<file path="config.mk">
export PLATFORM = sky130hd
export DESIGN_NAME = nmea_time_parser
export DESIGN_NICKNAME = d
export VERILOG_FILES = /design/src/rtl/nmea_time_parser.sv
export SDC_FILE = /design/constraint.sdc
export NUM_CORES = 1
export LEC_CHECK = 0
export BUFFER_PORTS_ARGS = -buffer_cell sky130_fd_sc_hd__buf_2
export CORE_MARGIN = 4
export CORE_UTILIZATION = 25
export CTS_CLUSTER_DIAMETER = 200
export DETAILED_ROUTE_END_ITERATION = 6
export HOLD_SLACK_MARGIN = 0.12
export PLACE_DENSITY_LB_ADDON = 0.2
export SLEW_MARGIN = 25
export SYNTH_ARGS = -nofsm -noshare
export SYNTH_HDL_FRONTEND = slang
export SYNTH_SLANG_ARGS = --single-unit
</file>
<file path="constraint.sdc">
create_clock -name clk -period 7.8 [get_ports clk]
set_clock_uncertainty 0.05 [all_clocks]
set_input_delay 1.17 -clock clk [delete_from_list [all_inputs] [get_ports clk]]
set_output_delay 1.17 -clock clk [all_outputs]
set_load 0.005 [all_outputs]
</file>
<file path="src/rtl/nmea_time_parser.sv">
// Parses NMEA RMC sentences from a UART byte stream and outputs the UTC time as BCD digits.
// Define NMEA_CHECKSUM_EN to also verify the "*hh" checksum before the time is committed.
module nmea_time_parser #(
  parameter int MAX_LEN = 82
) (
  input  logic       clk,
  input  logic       rst,
  input  logic [7:0] rx_data,
  input  logic       rx_valid,
  output logic [3:0] sec_1,
  output logic [2:0] sec_2,
  output logic [3:0] min_1,
  output logic [2:0] min_2,
  output logic [3:0] hour_1,
  output logic [1:0] hour_2,
  output logic       time_strobe,
  output logic       fix_valid,
  output logic       parse_err
);

  localparam logic [7:0] CH_DOLLAR = 8'h24;
  localparam logic [7:0] CH_COMMA  = 8'h2C;
  localparam logic [7:0] CH_R      = 8'h52;
  localparam logic [7:0] CH_M      = 8'h4D;
  localparam logic [7:0] CH_C      = 8'h43;
  localparam logic [7:0] CH_A      = 8'h41;
  localparam logic [7:0] CH_V      = 8'h56;

  typedef enum logic [3:0] {
    S_IDLE, S_HDR, S_TIME, S_FRAC, S_STATUS, S_STATCOMMA, S_CKSKIP, S_CK_HI, S_CK_LO
  } state_t;

  state_t      state, state_n;
  logic [2:0]  idx, idx_n;
  logic [6:0]  byte_cnt;
  logic [3:0]  sh [6];
  logic        stat_a;

  logic        restart, abort, commit, cap, set_stat;
  logic        is_digit, too_long, range_ok, hdr_ok;
  logic [7:0]  hdr_char;

  assign is_digit = (rx_data >= 8'h30) && (rx_data <= 8'h39);
  // byte_cnt excludes the '$', so the incoming byte is number byte_cnt+2.
  assign too_long = byte_cnt >= 7'(MAX_LEN - 1);
  assign range_ok = (sh[0] <= 4'd2) && !((sh[0] == 4'd2) && (sh[1] > 4'd3)) &&
                    (sh[2] <= 4'd5) && (sh[4] <= 4'd5);

  always_comb begin
    case (idx)
      3'd2:    hdr_char = CH_R;
      3'd3:    hdr_char = CH_M;
      3'd4:    hdr_char = CH_C;
      default: hdr_char = CH_COMMA;
    endcase
  end
  assign hdr_ok = (idx < 3'd2) || (rx_data == hdr_char);

`ifdef NMEA_CHECKSUM_EN
  logic [7:0] ck_xor;
  logic [3:0] ck_hi;
  logic       hex_ok;
  logic [3:0] hex_val;
  logic       xor_en;

  always_comb begin
    hex_ok  = 1'b0;
    hex_val = rx_data[3:0];
    if (is_digit) begin
      hex_ok = 1'b1;
    end else if (((rx_data >= 8'h41) && (rx_data <= 8'h46)) ||
                 ((rx_data >= 8'h61) && (rx_data <= 8'h66))) begin
      hex_ok  = 1'b1;
      hex_val = rx_data[3:0] + 4'd9;
    end
  end

  assign xor_en = (state inside {S_HDR, S_TIME, S_FRAC, S_STATUS, S_STATCOMMA, S_CKSKIP}) &&
                  (rx_data != 8'h2A);

  always_ff @(posedge clk or posedge rst) begin
    if (rst) begin
      ck_xor <= '0;
      ck_hi  <= '0;
    end else if (rx_valid) begin
      if (restart) ck_xor <= '0;
      else if (xor_en) ck_xor <= ck_xor ^ rx_data;
      if (state == S_CK_HI) ck_hi <= hex_val;
    end
  end
`endif

  always_comb begin
    state_n  = state;
    idx_n    = idx;
    restart  = 1'b0;
    abort    = 1'b0;
    commit   = 1'b0;
    cap      = 1'b0;
    set_stat = 1'b0;
    if (rx_valid) begin
      if (rx_data == CH_DOLLAR) begin
        restart = 1'b1;
        state_n = S_HDR;
        idx_n   = '0;
      end else if (state != S_IDLE && too_long) begin
        abort = 1'b1;
      end else begin
        case (state)
          S_IDLE: ;
          S_HDR: begin
            if (!hdr_ok) abort = 1'b1;
            else if (idx == 3'd5) begin
              state_n = S_TIME;
              idx_n   = '0;
            end else idx_n = idx + 3'd1;
          end
          S_TIME: begin
            if (!is_digit) abort = 1'b1;
            else begin
              cap = 1'b1;
              // The last seconds digit is unconstrained, so all tens checks are settled here.
              if (idx == 3'd5) begin
                if (range_ok) state_n = S_FRAC;
                else abort = 1'b1;
              end else idx_n = idx + 3'd1;
            end
          end
          S_FRAC: if (rx_data == CH_COMMA) state_n = S_STATUS;
          S_STATUS: begin
            if (rx_data == CH_A || rx_data == CH_V) begin
              set_stat = 1'b1;
              state_n  = S_STATCOMMA;
            end else abort = 1'b1;
          end
          S_STATCOMMA: begin
            if (rx_data != CH_COMMA) abort = 1'b1;
`ifdef NMEA_CHECKSUM_EN
            else state_n = S_CKSKIP;
`else
            else commit = 1'b1;
`endif
          end
`ifdef NMEA_CHECKSUM_EN
          S_CKSKIP: if (rx_data == 8'h2A) state_n = S_CK_HI;
          S_CK_HI: begin
            if (hex_ok) state_n = S_CK_LO;
            else abort = 1'b1;
          end
          S_CK_LO: begin
            if (hex_ok && ({ck_hi, hex_val} == ck_xor)) commit = 1'b1;
            else abort = 1'b1;
          end
`endif
          default: state_n = S_IDLE;
        endcase
      end
      if (abort || commit) state_n = S_IDLE;
    end
  end

  always_ff @(posedge clk or posedge rst) begin
    if (rst) begin
      state       <= S_IDLE;
      idx         <= '0;
      byte_cnt    <= '0;
      for (int i = 0; i < 6; i++) sh[i] <= '0;
      stat_a      <= 1'b0;
      sec_1       <= '0;
      sec_2       <= '0;
      min_1       <= '0;
      min_2       <= '0;
      hour_1      <= '0;
      hour_2      <= '0;
      fix_valid   <= 1'b0;
      time_strobe <= 1'b0;
      parse_err   <= 1'b0;
    end else begin
      state       <= state_n;
      idx         <= idx_n;
      time_strobe <= commit;
      parse_err   <= abort;
      if (rx_valid) begin
        if (restart) byte_cnt <= '0;
        else if (state != S_IDLE && byte_cnt != 7'h7F) byte_cnt <= byte_cnt + 7'd1;
      end
      if (cap) sh[idx] <= rx_data[3:0];
      if (set_stat) stat_a <= (rx_data == CH_A);
      if (commit) begin
        hour_2    <= sh[0][1:0];
        hour_1    <= sh[1];
        min_2     <= sh[2][2:0];
        min_1     <= sh[3];
        sec_2     <= sh[4][2:0];
        sec_1     <= sh[5];
        fix_valid <= stat_a;
      end
    end
  end

endmodule
</file>
Word-level counts from Yosys, hierarchy flattened
Index checks and enable logic that the tools add are counted.
{"block": "classes", "n_addsub": 2, "n_lt_le_gt_ge": 10, "eq_ne": 30, "n_mux": 53, "bitwise_logic": 1, "reduce_logical": 20}
{"cell": "$mux W4", "n": 11}
{"cell": "$mux W1", "n": 28}
{"cell": "$ne A4 B4 Y1 const B", "n": 7}
{"cell": "$bwmux W24", "n": 1}
{"cell": "$pmux W7 S3", "n": 1}
{"cell": "$pmux W4 S5", "n": 1}
{"cell": "$mux W3", "n": 6}
{"cell": "$eq A8 B6 Y1 const B", "n": 2}
{"cell": "$eq A8 B7 Y1 const B", "n": 2}
{"cell": "$mux W7", "n": 2}
{"cell": "$demux W4 S3", "n": 1}
{"cell": "$eq A4 B2 Y1 const B", "n": 3}
{"cell": "$reduce_and A10 Y1", "n": 1}
{"cell": "$ne A3 B3 Y1 const B", "n": 3}
{"cell": "$eq A4 B3 Y1 const B", "n": 2}
{"cell": "$eq A8 B8 Y1", "n": 1}
{"cell": "$ge A8 B6 Y1 const B", "n": 1}
{"cell": "$le A4 B3 Y1 const B", "n": 2}
{"cell": "$le A8 B6 Y1 const B", "n": 1}
{"cell": "$logic_and A1 B1 Y1", "n": 8}
{"cell": "$ne A8 B6 Y1 const B", "n": 1}
{"cell": "$add A7 B1 Y7 const B", "n": 1}
{"cell": "$ge A7 B7 Y1 const B", "n": 1}
{"cell": "$ne A7 B7 Y1 const B", "n": 1}
{"cell": "24 further kinds", "n": 28}
{"block": "totals", "ff_bits": 62, "input_bits": 11, "output_inout_bits": 23, "elab_cells": 135}

Depth between registers and ports, before layout
Gate-level depths: netlist (run 1).
{"block": "logic_depth", "word_depth": 16, "mapped_depth": 9, "ltp_nobuf": 9}

Least setup slack after synthesis (run 1)
Ideal clock, no wire load.
{"block": "synth_timing", "kind": "input to register", "from": "in rx_data[0]", "to": "reg idx[0]", "setup_ns": 0.125, "arrival_time_ns": 2.827, "required_ns": 7.625, "slack_ns": 4.798, "stages": 8, "path_buffers": 2, "path_cell_list": "buf_2 -> nor4b_1 -> nand2_1 -> nor2_1 -> and2_1 -> clkbuf_1 -> nor2_1 -> mux2_2"}
{"block": "synth_between", "elab_chain_len": 4, "elab_cells_between_ends": 13, "classes_between": "order compare: 2; eq/ne: 6; mux: 1; reduce/logical: 4"}
{"element": "start, declared", "line_no": "8", "rtl": "input logic [7:0] rx_data,"}
{"element": "$ge A8 B6 Y1, or another cell as far along", "line_no": "43", "rtl": "assign is_digit = (rx_data >= 8'h30) && (rx_data <= 8'h39);"}
{"element": "$logic_and A1 B1 Y1 or $logic_or A1 B1 Y1 (tied branches)", "line_no": "43, 57"}
{"element": "$ne A3 B3 Y1 (no line)"}
{"element": "$reduce_and A6 Y1 (no line)"}
{"element": "end signal, assigned", "line_no": "180", "rtl": "idx <= idx_n;"}
{"element": "end, declared", "line_no": "34", "rtl": "logic [2:0] idx, idx_n;"}
Parallel ways exist; a longest one is shown, timed or not.
A chain may end at the register's enable or synchronous reset.

Worst setup path in the final report (run 1)
{"block": "layout_timing", "from": "in rx_data[7]", "to": "reg sh[4] (netlist bit)"}
{"block": "layout_between", "elab_chain_len": 7, "elab_cells_between_ends": 9, "classes_between": "order compare: 2; eq/ne: 1; mux: 5; reduce/logical: 1"}
{"element": "$ge A8 B6 Y1 or $le A8 B6 Y1 (tied branches)", "line_no": "43"}
{"element": "$logic_and A1 B1 Y1", "line_no": "43"}
{"element": "$mux W1", "line_no": "119", "rtl": "if (!is_digit) abort = 1'b1;"}
{"element": "$mux W1", "line_no": "109", "rtl": "case (state)"}
{"element": "$mux W1", "line_no": "106", "rtl": "end else if (state != S_IDLE && too_long) begin"}
{"element": "$mux W1 *", "line_no": "102", "rtl": "if (rx_data == CH_DOLLAR) begin"}
{"element": "$mux W1 *", "line_no": "101", "rtl": "if (rx_valid) begin"}
{"element": "end signal, assigned by index", "line_no": "187", "rtl": "if (cap) sh[idx] <= rx_data[3:0];"}
{"element": "end, declared", "line_no": "36", "rtl": "logic [3:0] sh [6];"}
Mark *: on every way between the ends. The rest lies on a longest branch, timed or not.

==> results.md, run 1 <==
- Fin cells: 455
- Worst slew margin: 47.4%
- Gate Count Post-Synth: 269
- Hold buffer count at cts: 0
- Multi-input logic area: 1450 µm²
- Gpl congestion: 0.787
- Top cell type's share of synthesized area: 49.7%
- Crit-path slowest cell: nor3_2
- Avg Vias per Cell: 4.66
- Peak supply drop: 0.0951 mV
- Compound-Gate Fraction of Synth Area: 8.15%
- Routed Antenna Nets: 0
- Number of synthesized flops with an enable pin: 0
- Final setup TNS: 0 ns
- Hold Fails Final Rpt: 0
- Layout cells sized above 1: 35.7%
- Largest family of logic cells by synthesized area: multiplexers
- DR WL/cell: 15.2 µm
- Hold Path Origin: sh[3]$_DFFE_PP0P_
- Crit-path max cell delay: 0.40 ns
- Power per Cell Area: 320 nW/µm²
- Most frequent cells in the layout: dfrtp_1 (61), mux2_2 (47), buf_2 (33)
- Routed Wire Length: 6930 µm
- Fin crit share: 38.2%
- Synth cell types: 47
- TritonCTS clock tree: built
- Total Routing Usage GR: 10.6%
- N_diodes: 0
- Fmax: 336 MHz
- Count of final setup violators: 0
- Arrival time at the worst endpoint: 3.14 ns
- Sequential area share after synthesis: 49.7%
- Clock Tree Root: clkbuf_16
- Number of fill cells in the layout: 1259
- Post-CTS Setup Inserts: 0
- Worst hold path type: register to register
- Cells on worst reg2reg path: 9
- IO buf count: 33
- Row cnt: 40
- Largest cells by area after synthesis: dfrtp_1 (50%), mux2_2 (17%), ha_1 (3.3%), nor2_1 (2.7%), nand2_1 (2.1%)
- Area Overhead vs Synth: 21.2%
- CTS resizes: 0
- Initial antenna violation count: 0
- Die Span X: 119 µm
- Simple-gate portion of the synthesized area: 16.2%
- Number of global-route vias before repair: 2163
- Worst endpoint required time: 7.96 ns
- Top FF cell, synth: dfrtp_1
- Clock Pin Slew Worst Setup and Hold Paths: 0.05 ns
- RSZ-0062 raised after global routing: no
- Reg area: 1530 µm²
- Post-Place Cells: 439
- Pins Over Slew Limit: 0
- Largest net degree at the start of global routing: 62
- WHS Path Cells: 2
- DR iter-0 viols: 98
- Ys Warns: 0
- Syn_nets: 288
- Crit Path Max Fanout: 4
- Worst Hold Path EP: sh[3]$_DFFE_PP0P_
- Max clock buf depth: 2
- Clock sink total: 61
- Boundary Pins: 34
- Max Cap Viol: 0
- Post-DP HPWL: 4910 µm
- Vias: 2121
- Synth Cell Area: 3070 µm²
- Critical path startpoint category: primary input
- Register bit total from synthesis: 61
- Status: complete, no violations
- Post-route cell area: 3720 µm²
- Adder-Cell Fraction of Synth Area: 3.26%
- Height of the die: 119 µm
- Commonest non-fill, non-tap cell in the layout: dfrtp_1
- Core footprint: 12000 µm²
- Synth area leader: dfrtp_1
- Reg-to-Reg End: idx[0]$_DFFE_PP0P_
- Initial Utilization: 25.6%
- Avg Cell Area, Syn: 11.4 µm²
- Post-synthesis mux area share: 17.2%
- Cells along the critical path: buf_2, nor3b_1, nand3_1, nor4_4, nand2_1, nor3_2, mux2_2
- Crit path capture type: register
- TritonRoute pass-1 iters: 4
- R2r setup slk: 4.99 ns
- Post-Synth XOR/XNOR Area: 2.28%
- Worst skew pair latency: 0.33 ns
- Area post-placement: 3380 µm²
- H-tree levels: 3
- Tightest Pin Transition: 0.789 ns
- Worst Setup Path Type: primary input to register
- Reg2reg start: idx[0]$_DFFE_PP0P_
- Grt total ovfl: 0
- Nets: 322
- Minimum clock period: 2.98 ns
- Die area: 14100 µm²
- First-pass GRT wire length: 11600 µm
- TritonCTS Buffers: 9
- Leakage Power: 0.00176 µW
- DRC viols: 0
- Async SR Flop Fraction: 100%
==> critical path, delay by kind of cell <==
family                 cells  cell delay [ns]
buffers and inverters      1             0.13
multiplexers               1             0.39
AND/OR/NAND/NOR            5             1.44
==> how the worst max path moves through the flow <==
| stage | from | end | slack (ns) | depth (start not counted) |
|---|---|---|---|---|
| floorplan | rx_data[0] | idx[0]$_DFFE_PP0P_ | 4.80 | 8 |
| global placement | rx_data[7] | sh[5]$_DFFE_PP0P_ | 4.42 | 7 |
| detailed placement | rx_data[7] | sh[6]$_DFFE_PP0P_ | 4.46 | 7 |
| CTS | rx_data[7] | sh[4]$_DFFE_PP0P_ | 4.81 | 7 |
| global route | rx_data[2] | sh[6]$_DFFE_PP0P_ | 4.66 | 8 |
| finish | rx_data[7] | sh[4]$_DFFE_PP0P_ | 4.82 | 7 |
==> area by class of cell <==
class                      count  share of cell area (%)
clock buffer                  10                    6.15
clock inverter                 6                    2.99
inverter                      10                    1.01
multi-input combinational    186                    39.0
sequential                    61                    41.0
tap                          147                    4.94
timing repair buffer          35                    4.84
==> stage by stage <==
stage | util [%] | hold slack [ns] | setup WS (ns) | total power (µW)
after floorplan | - | 0.394 | 4.80 | 676
after global placement | 28.1 | 0.418 | 4.42 | 746
after detailed placement | 28.1 | 0.424 | 4.46 | 746
after CTS | 31.0 | 0.437 | 4.81 | 1210
after global routing | 31.0 | 0.456 | 4.66 | 1280
final | 31.0 | 0.428 | 4.82 | 1190
==> kinds of logic (layout without fill, tap and decap cells) <==
logic type	count (synthesis)	after routing
mux	47	47
fa+ha+maj	8	8
buf+inv	22	61
flops	61	61
xor+xnor	8	8
compound gates	37	37
simple gates	86	86
==> synthesized netlist by cell type, types with 2 or more instances <==
| master | instances |
|---|---|
| mux2_2 | 47 |
| o22ai_1 | 2 |
| nand2_1 | 17 |
| dfrtp_1 | 61 |
| inv_1 | 10 |
| nand2b_1 | 3 |
| o31a_1 | 2 |
| nand3_1 | 5 |
| o211ai_1 | 2 |
| nor3_1 | 5 |
| and4b_1 | 2 |
| a211oi_1 | 3 |
| xor2_1 | 5 |
| o31ai_1 | 2 |
| a21oi_1 | 4 |
| nor2_1 | 22 |
| buf_2 | 6 |
| a31oi_1 | 2 |
| ha_1 | 8 |
| or3_1 | 2 |
| nor3_2 | 3 |
| nor4_1 | 5 |
| o21ai_0 | 11 |
| nor2b_1 | 2 |
| nor4b_1 | 4 |
| xnor2_1 | 3 |
| nand4_1 | 7 |
| clkbuf_1 | 5 |
==> report_power, final <==
part	switching, µW	internal, µW
registers	68.4	359
logic	177	135
clock network	140	312
total	385	806
==> sequential cells by signal, indices dropped and copies added, names as in the netlist <==
signal / cells
sec_2: 3
stat_a: 1
hour_1: 4
min_1: 4
byte_cnt: 7
hour_2: 2
sec_1: 4
parse_err: 1
state: 3
min_2: 3
time_strobe: 1
fix_valid: 1
sh: 24
idx: 3
==> routing by layer <==
layer	wire length (µm)	global-route usage (%)	up-vias
met5	0	0	-
met4	138	4.78	0
met3	213	2.94	10
met2	3120	15.8	26
met1	3450	14.1	1041
li1	-	-	1044
No activity file was read; power rests on OpenSTA's default activity.
==> run 2: changes to the inputs <==
--- a/config.mk
+++ b/config.mk
@@ -5,6 +5,7 @@
 export SDC_FILE = /design/constraint.sdc
 export NUM_CORES = 1
 export LEC_CHECK = 0
+export ABC_AREA = 1
 export BUFFER_PORTS_ARGS = -buffer_cell sky130_fd_sc_hd__buf_2
 export CORE_MARGIN = 4
 export CORE_UTILIZATION = 25
==> constraint.sdc (replaced) <==
create_clock -name clk -period 3 [get_ports clk]
set_clock_uncertainty 0.05 [all_clocks]
set_input_delay 0.45 -clock clk [delete_from_list [all_inputs] [get_ports clk]]
set_output_delay 0.45 -clock clk [all_outputs]
set_load 0.005 [all_outputs]
==> run 2 against run 1 <==
Net effect: combinational power down 75%; non-clock buffer count unchanged; first-iteration DRC count up 57%; total power up 63%; hold slack worse by 0.23 ns; routed wire length up 7.8%; setup slack worse by 4.0 ns; core utilization down 0.27 points; critical endpoint is now state[1]$_DFFE_PP0P_.
==> results.md, run 2 <==
- Grt total ovfl: 0
- Status: complete, no violations
- Crit Path Max Fanout: 8
- Synth area leader: dfrtp_1
- N_diodes: 0
- Peak supply drop: 0.262 mV
- Die area: 14100 µm²
- Routed Antenna Nets: 0
- Initial antenna violation count: 0
- Clock sink total: 61
- Gate Count Post-Synth: 393
- Syn_nets: 412
- Nets: 452
- Fmax: 449 MHz
- RSZ-0062 raised after global routing: no
- Ys Warns: 0
- Regs by FF count: sh (24), byte_cnt (7)
- First-pass GRT wire length: 12500 µm
- Gpl congestion: 0.878
- Arrival time at the worst endpoint: 2.45 ns
- CTS resizes: 0
- Die Span X: 119 µm
- Worst Setup Path Type: register to register
- DRC viols: 0
- Most frequent cells in the layout: nand2_1 (149), dfrtp_1 (61), inv_1 (40)
- TritonCTS Buffers: 9
- IO buf count: 33
- Max Cap Viol: 0
- Largest cells by area after synthesis: dfrtp_1 (50%), nand2_1 (18%), o21ai_0 (6.1%), inv_1 (5.0%), nand3_1 (4.9%)
- Initial Utilization: 25.5%
- Clock Tree Root: clkbuf_16
- Hold Fails Final Rpt: 0
- Critical path startpoint category: register
- Post-route cell area: 3690 µm²
- Largest net degree at the start of global routing: 32
- Number of global-route vias before repair: 2528
- Core footprint: 12000 µm²
- Height of the die: 119 µm
- Count leader, synth: nand2_1
- Post-DP HPWL: 5520 µm
- Sequential area share after synthesis: 49.9%
- Worst endpoint required time: 3.22 ns
- DR iter-0 viols: 154
- Multi-input logic area: 1330 µm²
- Top cell type's share of synthesized area: 49.9%
- Most flop-heavy register: sh
- Top FF cell, synth: dfrtp_1
- TritonRoute pass-1 iters: 4
- Vias: 2578
- Layout cells sized above 1: 13.9%
- Power per Cell Area: 528 nW/µm²
- Row cnt: 40
- Worst skew pair latency: 0.33 ns
- Fin crit share: 74.2%
- Area Overhead vs Synth: 20.6%
- TritonCTS clock tree: built
- Synth Cell Area: 3060 µm²
- Leakage Power: 0.00198 µW
- Number of synthesized flops with an enable pin: 0
- Clock Pin Slew Worst Setup and Hold Paths: 0.06 ns
- Max clock buf depth: 2
- Async SR Flop Fraction: 100%
- H-tree levels: 3
- Minimum clock period: 2.23 ns
- Worst slew margin: 49.8%
- Post-synth top cells: nand2_1 (149), dfrtp_1 (61), inv_1 (41), o21ai_0 (37), nand3_1 (30)
- Routed Wire Length: 7470 µm
- Hold buffer count at cts: 0
- Post-CTS Setup Inserts: 0
- Worst hold path type: primary input to asynchronous set/reset pin
- Avg Cell Area, Syn: 7.78 µm²
- Count of final setup violators: 0
- Reg area: 1530 µm²
- Final setup TNS: 0 ns
- Synth cell types: 26
- Area post-placement: 3390 µm²
- Tightest Pin Transition: 0.751 ns
- Total Routing Usage GR: 11.3%
- Boundary Pins: 34
- Pins Over Slew Limit: 0
- Avg Vias per Cell: 4.41
- Crit path capture type: register
- Number of fill cells in the layout: 1315
- Max reg flops: 24
- Register bit total from synthesis: 61
- DR WL/cell: 12.8 µm
- Commonest non-fill, non-tap cell in the layout: nand2_1
run 2: logic make-up after synthesis:
logic type	count (synthesis)	synth area share, %
and+or+nand+nor	226	31.7
AOI/OAI and AO/OA	50	8.43
DFF	61	49.9
buffers and inverters	48	6.67
adders and majority gates	8	3.27
run 2: power by group:
group / switching (µW) / internal [µW] / total, µW
Clock: 387 / 646 / 1030
Combinational: 57.5 / 21.5 / 79.0
Sequential: 6.39 / 829 / 835
run 2: worst paths after layout:
path	from	to	slack, ns	cells past startpoint
setup reg to reg	idx[0]$_DFFE_PP0P_	state[1]$_DFFE_PP0P_	0.77	12
hold / removal	rst	sec_1[1]$_DFFE_PP0P_	0.20	2
min in group clk	min_1[3]$_DFFE_PP0P_	min_1[3]$_DFFE_PP0P_	0.41	2
hold reg to reg	min_1[3]$_DFFE_PP0P_	min_1[3]$_DFFE_PP0P_	0.41	2
max in group asynchronous	rst	sec_1[0]$_DFFE_PP0P_	2.07	3
setup / recovery	idx[0]$_DFFE_PP0P_	state[1]$_DFFE_PP0P_	0.77	12
run 2: area by class of cell:
type                       count  share of cell area, %
clock buffer                   9                   6.11
tap                          147                   4.99
sequential                    61                   41.4
clock inverter                 7                   2.04
inverter                      42                   4.27
timing repair buffer          35                   5.22
multi-input combinational    284                   36.0
run 2: worst max-delay path: stages, from the launching register on:
cell	delay [ns]
dfrtp_1	0.46
inv_1	0.20
ha_1	0.28
nand2_2	0.13
nand2_1	0.07
nand3_1	0.06
nor2_1	0.11
nand2_1	0.07
o21ai_2	0.19
nand3_1	0.12
a21oi_1	0.23
nand4_1	0.12
nand2_1	0.08
run 2: metal layers:
| metal | track usage (%) | routed length [µm] |
|---|---|---|
| met3 | 3.11 | 267 |
| met2 | 17.8 | 3470 |
| met1 | 14.5 | 3580 |
| met4 | 5.14 | 157 |
| met5 | 0 | 0 |
run 2: metrics by stage:
step	setup WS [ns]	hold slack, ns	std cells	utilization, %	power, µW
floorplan	0.987	0.383	393	-	899
global placement	0.795	0.402	569	28.2	931
detailed placement	0.769	0.406	569	28.2	931
CTS	0.766	0.231	585	30.7	1990
global route	0.492	0.275	585	30.7	2040
finish	0.774	0.202	585	30.7	1950
==> run 3: changes to the inputs <==
==> constraint.sdc (replaced) <==
create_clock -name clk -period 2.2 [get_ports clk]
set_clock_uncertainty 0.05 [all_clocks]
set_input_delay 0.33 -clock clk [delete_from_list [all_inputs] [get_ports clk]]
set_output_delay 0.33 -clock clk [all_outputs]
set_load 0.005 [all_outputs]
==> run 3 against run 2 <==
Net effect: first-iteration DRC count down 14%; design area up 5.8%; combinational power up 56%; sequential share of layout area down 2.2 points; highest routed layer unchanged; routed wire length down 1.5%; global-route usage down 0.48 points; die area unchanged.
==> results.md, run 3 (synthesized netlist as in run 2, its figures left out) <==
- Total Routing Usage GR: 10.8%
- First-pass GRT wire length: 12200 µm
- Gpl congestion: 0.849
- Regs by FF count: sh (24), byte_cnt (7)
- Max Cap Viol: 0
- Leakage Power: 0.00208 µW
- Core footprint: 12000 µm²
- Post-DP HPWL: 5400 µm
- Initial antenna violation count: 0
- WHS Path Cells: 3
- Most frequent CP cell: nand2_1
- Die area: 14100 µm²
- Top delay family on crit path: simple AND/OR/NAND/NOR gates
- Post-Place Cells: 579
- Status: complete, no violations
- H-tree levels: 3
- Hold Fails Final Rpt: 0
- Cells on worst reg2reg path: 14
- Final setup TNS: 0 ns
- Worst hold path type: primary input to register
- TritonRoute pass-1 iters: 4
- Crit-path max cell delay: 0.35 ns
- Reg2reg start: byte_cnt[1]$_DFFE_PP0P_
- Worst Path Buf+Inv: 4
- Critical Path Source: byte_cnt[1]$_DFFE_PP0P_
- Layout cells sized above 1: 20.3%
- CP Depth: 14
- Tightest Pin Transition: 0.370 ns
- Arrival time at the worst endpoint: 2.18 ns
- Fin cells: 601
- Critical path startpoint category: register
- Clock sink total: 61
- N_diodes: 0
- Avg Vias per Cell: 4.40
- Worst Setup Path Type: register to register
- Minimum clock period: 2.04 ns
- Place WS: -0.00979 ns
- Max reg flops: 24
- Routed Antenna Nets: 0
- Peak supply drop: 0.290 mV
- Number of global-route vias before repair: 2550
- Worst Setup Slack, final: 0.158 ns
- Crit-path slowest cell: dfrtp_1
- Most frequent cells in the layout: nand2_1 (148), dfrtp_1 (59), inv_1 (37)
- TritonCTS clock tree: built
- Row cnt: 40
- Area post-placement: 3460 µm²
- Pins Over Slew Limit: 0
- Fin crit share: 92.8%
- Commonest non-fill, non-tap cell in the layout: nand2_1
- DR WL/cell: 12.2 µm
- Most flop-heavy register: sh
- TritonCTS Buffers: 9
- R2r setup slk: 0.16 ns
- Clock Pin Slew Worst Setup and Hold Paths: 0.05 ns
- Crit path capture type: register
- Crit Path Max Fanout: 8
- Reg-to-Reg End: sh[8]$_DFFE_PP0P_
- Count of final setup violators: 0
- Routed Wire Length: 7360 µm
- Boundary Pins: 34
- CP Capture Point: sh[8]$_DFFE_PP0P_
- Fmax: 490 MHz
- Clock Tree Root: clkbuf_16
- Largest net degree at the start of global routing: 62
- Die Span X: 119 µm
- DR iter-0 viols: 133
- Area Overhead vs Synth: 27.6%
- Worst slew margin: 75.1%
- Cells along the critical path: inv_1, ha_1, nor2_1, nand4_1, nand2_1, nand2_1, nand3_2, inv_2, nor4_4, buf_6, nand3_1, buf_6, nand2_1, o21ai_0
- Vias: 2644
- Post-route cell area: 3900 µm²
- Nets: 469
- Initial Utilization: 25.5%
- Worst skew pair latency: 0.32 ns
- Power per Cell Area: 685 nW/µm²
- Grt total ovfl: 0
- Max clock buf depth: 2
- IO buf count: 33
- Height of the die: 119 µm
- Worst endpoint required time: 2.34 ns
- DRC viols: 0
-- run 3: changes by cell type in the layout (fill, tap and decap cells not counted), moves of 2 or more --
cell      before  now
buf_4          1   12
buf_6          0    5
clkbuf_8       0    2
clkinv_4       3    1
dfrtp_1       61   59
dfrtp_2        0    2
ha_1           8    6
inv_1         40   37
inv_2          2    4
nand3_1       30   24
nand3_2        3    9
-- run 3: worst min path at each step --
stage | start | end | slack (ns)
2_1_floorplan | byte_cnt[5]$_DFFE_PP0P_ | byte_cnt[5]$_DFFE_PP0P_ | 0.38
3_3_place_gp | rst | byte_cnt[0]$_DFFE_PP0P_ | 0.37
3_5_place_dp | rst | byte_cnt[0]$_DFFE_PP0P_ | 0.38
4_1_cts | rx_valid | state[2]$_DFFE_PP0P_ | 0.31
5_1_grt | rx_valid | state[0]$_DFFE_PP0P_ | 0.34
6_report | rx_valid | state[2]$_DFFE_PP0P_ | 0.31
-- run 3: power by group --
part / internal (µW) / total (µW) / switching (µW)
clock: 927 / 1410 / 481
combinational: 40.1 / 123 / 82.8
sequential: 1130 / 1140 / 9.02
total: 2100 / 2670 / 573
-- run 3: worst min-delay path, delay by kind of cell --
| family | cells | cell delay (ns) |
|---|---|---|
| simple gates | 2 | 0.15 |
| buf+inv | 1 | 0.16 |
-- run 3: metal layers --
layer | track usage [%] | wire (µm)
met2 | 18.7 | 3610
met3 | 2.25 | 203
met1 | 12.9 | 3390
met5 | 0 | 0
met4 | 5.07 | 155
-- run 3: metrics by stage --
stage	hold WS (ns)	util [%]	power, µW
final	0.311	32.5	2670
after global routing	0.337	32.5	2770
after CTS	0.305	31.4	2700
after detailed placement	0.375	28.8	1270
after global placement	0.375	28.8	1270
after floorplan	0.383	-	1230
-- run 3: layout make-up --
class / count / area [µm²]
tap: 147 / 184
inverter: 42 / 163
timing repair buffer: 52 / 342
multi-input combinational: 284 / 1380
clock inverter: 4 / 47.5
sequential: 61 / 1530
clock buffer: 11 / 253
fill: 1261 / 8110
-- run 3: timing repair --
item,in CTS,in global routing
setup endpoints to repair,3,22
hold buffers,1,0
setup buffers,0,6
pin swaps,0,2
hold endpoints to repair,61,0
resized for setup,1,24
